**src/rtl/bnn_pkg.sv**
```systemverilog
//------------------------------------------------------------------------------
// bnn_pkg
// Shared types and helpers for the BNN output packer.
// Revision: 1.0
//------------------------------------------------------------------------------
`default_nettype none

package bnn_pkg;

    typedef enum logic [1:0] {
        PK_IDLE  = 2'd0,
        PK_PACK  = 2'd1,
        PK_DRAIN = 2'd2
    } pk_state_t;

    // Number of packed words produced for one feature map.
    function automatic int words_per_map(input int word_width, input int map_width,
                                         input int map_height, input bit row_align);
        if (row_align)
            return map_height * ((map_width + word_width - 1) / word_width);
        return (map_width * map_height + word_width - 1) / word_width;
    endfunction

endpackage

`default_nettype wire

```
**src/rtl/bnn_word_fifo.sv**
```systemverilog
//------------------------------------------------------------------------------
// bnn_word_fifo
// Synchronous first-word-fall-through FIFO with simultaneous push/pop.
// Revision: 1.0
//------------------------------------------------------------------------------
`default_nettype none

module bnn_word_fifo
    import bnn_pkg::*;
#(
    parameter int WIDTH = 33,
    parameter int DEPTH = 4
) (
    input  logic             clk,
    input  logic             rst,
    input  logic             push,
    input  logic [WIDTH-1:0] push_data,
    input  logic             pop,
    output logic [WIDTH-1:0] pop_data,
    output logic             full,
    output logic             empty
);

    localparam int AW = $clog2(DEPTH);

    logic [WIDTH-1:0] mem [DEPTH];
    logic [AW-1:0]    wr_ptr;
    logic [AW-1:0]    rd_ptr;
    logic [AW:0]      count;
    logic             do_pop;
    logic             do_push;

    assign full     = (count == (AW+1)'(DEPTH));
    assign empty    = (count == '0);
    assign do_pop   = pop & ~empty;
    // A full FIFO still takes a word when a pop frees a slot in the same cycle.
    assign do_push  = push & (~full | do_pop);
    assign pop_data = mem[rd_ptr];

    always_ff @(posedge clk) begin
        if (rst) begin
            wr_ptr <= '0;
            rd_ptr <= '0;
            count  <= '0;
        end else begin
            if (do_push)
                wr_ptr <= wr_ptr + AW'(1);
            if (do_pop)
                rd_ptr <= rd_ptr + AW'(1);
            case ({do_push, do_pop})
                2'b10:   count <= count + (AW+1)'(1);
                2'b01:   count <= count - (AW+1)'(1);
                default: count <= count;
            endcase
        end
    end

    always_ff @(posedge clk) begin
        if (do_push)
            mem[wr_ptr] <= push_data;
    end

endmodule

`default_nettype wire

```
**src/rtl/bnn_output_packer.sv**
```systemverilog
//------------------------------------------------------------------------------
// bnn_output_packer
// Packs the serial binary activation stream LSB-first into words, buffers them
// and presents them on a ready/valid port. Optional macro
// BNN_PACKER_ROW_ALIGN_EN starts every feature-map row in a fresh word.
// Revision: 1.0
//------------------------------------------------------------------------------
`default_nettype none

module bnn_output_packer
    import bnn_pkg::*;
#(
    parameter int WORD_WIDTH = 32,
    parameter int MAP_WIDTH  = 32,
    parameter int MAP_HEIGHT = 32,
    parameter int FIFO_DEPTH = 4
) (
    input  logic                  clk,
    input  logic                  rst,
    input  logic                  map_start,
    input  logic                  bit_valid,
    input  logic                  bit_in,
    output logic                  out_valid,
    input  logic                  out_ready,
    output logic [WORD_WIDTH-1:0] out_data,
    output logic                  out_last,
    output logic                  map_done,
    output logic                  busy,
    output logic                  overflow
);

    localparam int TOTAL = MAP_WIDTH * MAP_HEIGHT;
    localparam int PIX_W = (TOTAL > 1) ? $clog2(TOTAL) : 1;
    localparam int BIT_W = $clog2(WORD_WIDTH);

    pk_state_t             state;
    pk_state_t             state_next;
    logic [BIT_W-1:0]      bit_cnt;
    logic [BIT_W-1:0]      bit_base;
    logic [PIX_W-1:0]      pix_cnt;
    logic [PIX_W-1:0]      pix_base;
    logic [WORD_WIDTH-1:0] shift_word;
    logic [WORD_WIDTH-1:0] word_base;
    logic [WORD_WIDTH-1:0] word_next;
    logic                  accept;
    logic                  last_pix;
    logic                  row_end;
    logic                  word_end;
    logic                  complete;
    logic                  pop;
    logic                  full;
    logic                  empty;
    logic [WORD_WIDTH:0]   fifo_rd;

    // A restart takes effect before any bit arriving in the same cycle.
    assign bit_base  = map_start ? '0 : bit_cnt;
    assign pix_base  = map_start ? '0 : pix_cnt;
    assign word_base = map_start ? '0 : shift_word;
    assign accept    = bit_valid & (map_start | (state == PK_PACK));
    assign last_pix  = (pix_base == PIX_W'(TOTAL - 1));

    always_comb begin
        word_next           = word_base;
        word_next[bit_base] = bit_in;
    end

`ifdef BNN_PACKER_ROW_ALIGN_EN
    localparam int COL_W = (MAP_WIDTH > 1) ? $clog2(MAP_WIDTH) : 1;

    logic [COL_W-1:0] col_cnt;
    logic [COL_W-1:0] col_base;

    assign col_base = map_start ? '0 : col_cnt;
    assign row_end  = (col_base == COL_W'(MAP_WIDTH - 1));

    always_ff @(posedge clk) begin
        if (rst)
            col_cnt <= '0;
        else if (accept)
            col_cnt <= row_end ? '0 : col_base + COL_W'(1);
        else if (map_start)
            col_cnt <= '0;
    end
`else
    assign row_end = 1'b0;
`endif

    assign word_end = (bit_base == BIT_W'(WORD_WIDTH - 1)) | last_pix | row_end;
    assign complete = accept & word_end;

    always_ff @(posedge clk) begin
        if (rst) begin
            bit_cnt    <= '0;
            pix_cnt    <= '0;
            shift_word <= '0;
        end else if (accept) begin
            bit_cnt    <= word_end ? '0 : bit_base + BIT_W'(1);
            shift_word <= word_end ? '0 : word_next;
            pix_cnt    <= last_pix ? '0 : pix_base + PIX_W'(1);
        end else if (map_start) begin
            bit_cnt    <= '0;
            pix_cnt    <= '0;
            shift_word <= '0;
        end
    end

    bnn_word_fifo #(
        .WIDTH (WORD_WIDTH + 1),
        .DEPTH (FIFO_DEPTH)
    ) u_fifo (
        .clk       (clk),
        .rst       (rst),
        .push      (complete),
        .push_data ({last_pix, word_next}),
        .pop       (pop),
        .pop_data  (fifo_rd),
        .full      (full),
        .empty     (empty)
    );

    assign pop       = out_ready & ~empty;
    assign out_valid = ~empty;
    assign out_data  = empty ? '0 : fifo_rd[WORD_WIDTH-1:0];
    assign out_last  = ~empty & fifo_rd[WORD_WIDTH];
    assign map_done  = (state == PK_DRAIN) & pop & fifo_rd[WORD_WIDTH];
    assign busy      = (state != PK_IDLE);

    always_ff @(posedge clk) begin
        if (rst)
            state <= PK_IDLE;
        else
            state <= state_next;
    end

    always_comb begin
        state_next = state;
        if ((state == PK_DRAIN) && map_done)
            state_next = PK_IDLE;
        if (map_start)
            state_next = PK_PACK;
        if (accept && last_pix)
            state_next = PK_DRAIN;
    end

    // Sticky loss flag: a completed word with no room, or a bit outside a map.
    always_ff @(posedge clk) begin
        if (rst)
            overflow <= 1'b0;
        else if ((complete & full & ~pop) | (bit_valid & ~accept))
            overflow <= 1'b1;
    end

endmodule

`default_nettype wire

```
**config.mk**
```make
export PLATFORM = sky130hd
export DESIGN_NAME = bnn_output_packer
export DESIGN_NICKNAME = d
export VERILOG_FILES = /design/src/rtl/bnn_pkg.sv /design/src/rtl/bnn_word_fifo.sv /design/src/rtl/bnn_output_packer.sv
export SDC_FILE = /design/constraint.sdc
export NUM_CORES = 1
export LEC_CHECK = 0
export ABC_AREA = 1
export CELL_PAD_IN_SITES_DETAIL_PLACEMENT = 2
export CELL_PAD_IN_SITES_GLOBAL_PLACEMENT = 2
export CORE_UTILIZATION = 30
export CTS_CLUSTER_DIAMETER = 80
export DETAILED_ROUTE_END_ITERATION = 7
export GPL_ROUTABILITY_DRIVEN = 0
export PLACE_DENSITY = 0.74
export RECOVER_POWER = 50
export REMOVE_ABC_BUFFERS = 1
export SLEW_MARGIN = 25
export SYNTH_ARGS = -nofsm -noshare
export SYNTH_HDL_FRONTEND = slang
export SYNTH_SLANG_ARGS = --single-unit
```
**constraint.sdc**
```tcl
create_clock -name clk -period 13.7 [get_ports clk]
set_input_delay 2.055 -clock clk [delete_from_list [all_inputs] [get_ports clk]]
set_output_delay 2.055 -clock clk [all_outputs]
set_load 0.1 [all_outputs]
```
==> results by group <==
Die
  • Row cnt: 60
  • Die Span Y: 169 microns
  • Placeable Area: 27200 sq um
  • Die Area: 28600 sq um
  • Initial core utilization: 30.8%
  • Ports: 43
  • Die W: 169 microns

Cells and area
  • Layout-stage area growth over the synthesis result: 16.8%
  • Most frequent cells in the layout: 186 x nor2_1, 132 x edfxtp_1, 109 x nand2_1, 105 x o21ai_0, 67 x a21oi_1
  • Antenna diodes: 0
  • Layout cells sized above 1: 7.30%
  • Most common cell after layout, fill and taps aside: nor2_1
  • Nets: 922
  • Finished Layout Cells: 1290

Timing
  • Fin Setup TNS: 0 ns
  • Crit share post-route: 62.7%
  • Hold Fails Final Rpt: 0
  • Max-slew violation count: 95
  • Highest Clock Rate: 116 MHz
  • Setup-failing EPs final: 0
  • Worst-Margin Slew: 2.20 ns
  • Clk_skew: 0.0140 ns
  • Max-slew headroom: -46.7%
  • Setup repair after global routing missed its margin: no
  • Final Critical Period: 8.60 ns

Pwr
  • Net Sw Frac: 24.3%
  • Register share of total power: 53.7%
  • VDD IR-drop max: 0.0724 mV
  • Portion of total power attributed to combinational logic: 2.5%
  • Pwr Density: 116 nW/um^2
  • Final total power: 1140 uW
  • Psw: 276 uW
  • Power Internal: 860 uW
  • Clock power frac: 43.7%
  • Static leakage: 0.00335 uW

Route
  • Routed via count: 6309
  • Initial DRC count: 287
  • Via density: 4.89
  • Drt pass-1 iters: 4
  • Routed WL per cell: 18.4 microns
  • WL final: 23.7 mm
  • Antenna Nets Post-Route: 0
  • Number of remaining DRC errors: 0

Placement
  • Buffers on Ports: 42
  • HPWL Detailed: 14.7 mm
  • Placed insts: 1256

Clocking
  • Clock Path Buffers: 2
  • Clock transition at path regs: 0.08 ns
  • Post-CTS sizing: 0
  • CTS buffer count: 17
  • CTS Hold Bufs: 0
  • Postcts setup bufs: 0
  • CTS tree: done
  • H-tree depth: 4
  • Root Driver: clkbuf_16
  • Worst skew pair latency: 0.44 ns
  • Clock sink count: 191

Min path
  • Hold Crit Class: reg2reg

Logic synthesis
  • Primary FF master, synth: edfxtp_1
  • Synth Area in Simple Gates: 18.7%
  • Yosys synthesis warning count: 0
  • Cells after Synth: 881
  • Xor-xnor portion of the synthesized cell area: 0.314%
  • Avg Inst Size Synth: 9.51 sq um
  • Largest family of logic cells by synthesized area: simple AND/OR/NAND/NOR gates
  • Post-synthesis mux area share: 0%
  • Asr flop ratio synth: 0%
  • Post-Synthesis Cell Area: 8380 sq um
  • EDFF count, synth: 132
  • Yosys reg bits: 191
  • Synth Area in Compound Gates: 12.0%
  • Adder-cell share of the synthesized area: 1.73%
  • Post-synthesis sequential area ratio: 61.4%
  • Yosys cell types: 40

Global route
  • Vias in the first global route: 7050
  • Grt total ovfl: 0
  • First-pass GRT wire length: 38.1 mm
  • GRT Total Usage: 17.3%
  • Initial antenna violation count: 0
  • Largest net degree at the start of global routing: 68

Critical path
  • Worst setup path category: in2reg
  • Worst Setup End Kind: flip-flop
  • Worst Path Required: 13.89 ns
  • Worst-path maximum fanout: 53
  • CP peak stage delay: 2.15 ns
  • Setup crit start kind: input port
  • CP max stage cell: clkinvlp_2
  • WP data arrival: 8.79 ns
  • Critical-path cell list: dlygate4sd3_1 > clkbuf_1 > clkinvlp_2 > nand2_1 > inv_1 > ha_1 > inv_1 > nor3_1 > ha_1 > inv_1 > nand2_1 > nand2_1 > inv_1 > nand2_1 > nor2_4 > buf_16

Run
  • Max-capacitance violation count: 2

Status
  • Status: finished, violations left
  • Failing checks: max-capacitance violations, max-slew violations
layer usage:
layer / GRT usage, % / share of wire (%) / routed length (microns)
met1: 20.1 / 44 / 10300
met3: 2.34 / 1.8 / 421
met2: 32.5 / 53 / 12600
met5: 0 / 0 / 0
met4: 6.03 / 1.6 / 391
per-stage QoR:
stage | cell area (sq um) | utilization (%) | hold WS (ns) | setup WS [ns]
after floorplan | 8140 | - | 0.436 | 8.06
after global placement | 9120 | 33.6 | 0.457 | 7.52
after detailed placement | 9170 | 33.8 | 0.468 | 7.35
after CTS | 9760 | 35.9 | 0.480 | 7.51
after global routing | 9780 | 36.0 | 0.510 | 4.38
final | 9780 | 36.0 | 0.479 | 5.10
cells by family (layout without fill, tap and decap cells):
family	count (synthesis)	after routing
adders and majority gates	11	11
DFF	191	191
and+or+nand+nor	366	366
xor gates and xnor gates	3	3
buffers and inverters	117	154
AOI/OAI and AO/OA	193	193
critical path, delay by kind of cell:
family	cells	cell delay (ns)
buffers and inverters	8	4.41
AND/OR/NAND/NOR	6	1.73
adder cells (fa/ha/maj)	2	0.53
registers in the layout, indices dropped and copies added (netlist names), named ones only:
| name | cells |
|---|---|
| state | 2 |
| pix_cnt | 10 |
| u_fifo.count | 3 |
| u_fifo.wr_ptr | 2 |
| u_fifo.mem | 132 |
| bit_cnt | 5 |
| shift_word | 32 |
| u_fifo.rd_ptr | 2 |
| overflow | 1 |
worst paths after layout:
path | startpoint | to | slack (ns) | cells past startpoint
max | map_start | u_fifo.mem[2][28]$_DFFE_PP_ | 5.10 | 16
min | u_fifo.rd_ptr[1]$_SDFFE_PP0P_ | flip-flop | 0.48 | 2
max reg2reg | bit_cnt[0]$_SDFF_PP0_ | u_fifo.mem[2][28]$_DFFE_PP_ | 10.05 | 13
min reg2reg | u_fifo.rd_ptr[1]$_SDFFE_PP0P_ | flip-flop | 0.48 | 2
layout make-up:
cell class | instances | area (sq um)
clock buffer | 17 | 425
clock inverter | 15 | 165
fill | 3008 | 17400
inverter | 68 | 256
multi-input combinational | 573 | 2740
sequential | 191 | 5150
tap | 372 | 465
timing repair buffer | 54 | 583
power by group through the flow:
| stage | clock [uW] | sequential (uW) | combinational [uW] |
|---|---|---|---|
| 3_5_place_dp | 0 | 624 | 29.5 |
| 3_3_place_gp | 0 | 624 | 29.1 |
| 6_report | 497 | 610 | 28.9 |
| 5_1_grt | 532 | 611 | 31.5 |
| 4_1_cts | 510 | 610 | 30.1 |
| 2_1_floorplan | 0 | 625 | 13.5 |
Yosys cell counts, drive strengths merged (3+ instances only):
| cell type | instances | area (sq um) |
|---|---|---|
| dfxtp | 59 | 1180 |
| a21oi | 68 | 344 |
| a22oi | 11 | 82.6 |
| ha | 10 | 125 |
| nor2 | 201 | 822 |
| inv | 66 | 250 |
| nand2 | 111 | 437 |
| buf | 23 | 138 |
| nor3 | 4 | 30.0 |
| o21ai | 110 | 551 |
| nor3b | 3 | 27.5 |
| clkbuf | 26 | 97.6 |
| nand3 | 42 | 215 |
| edfxtp | 132 | 3960 |
| nand4 | 3 | 18.8 |
Power figures use the tool's default switching activity.
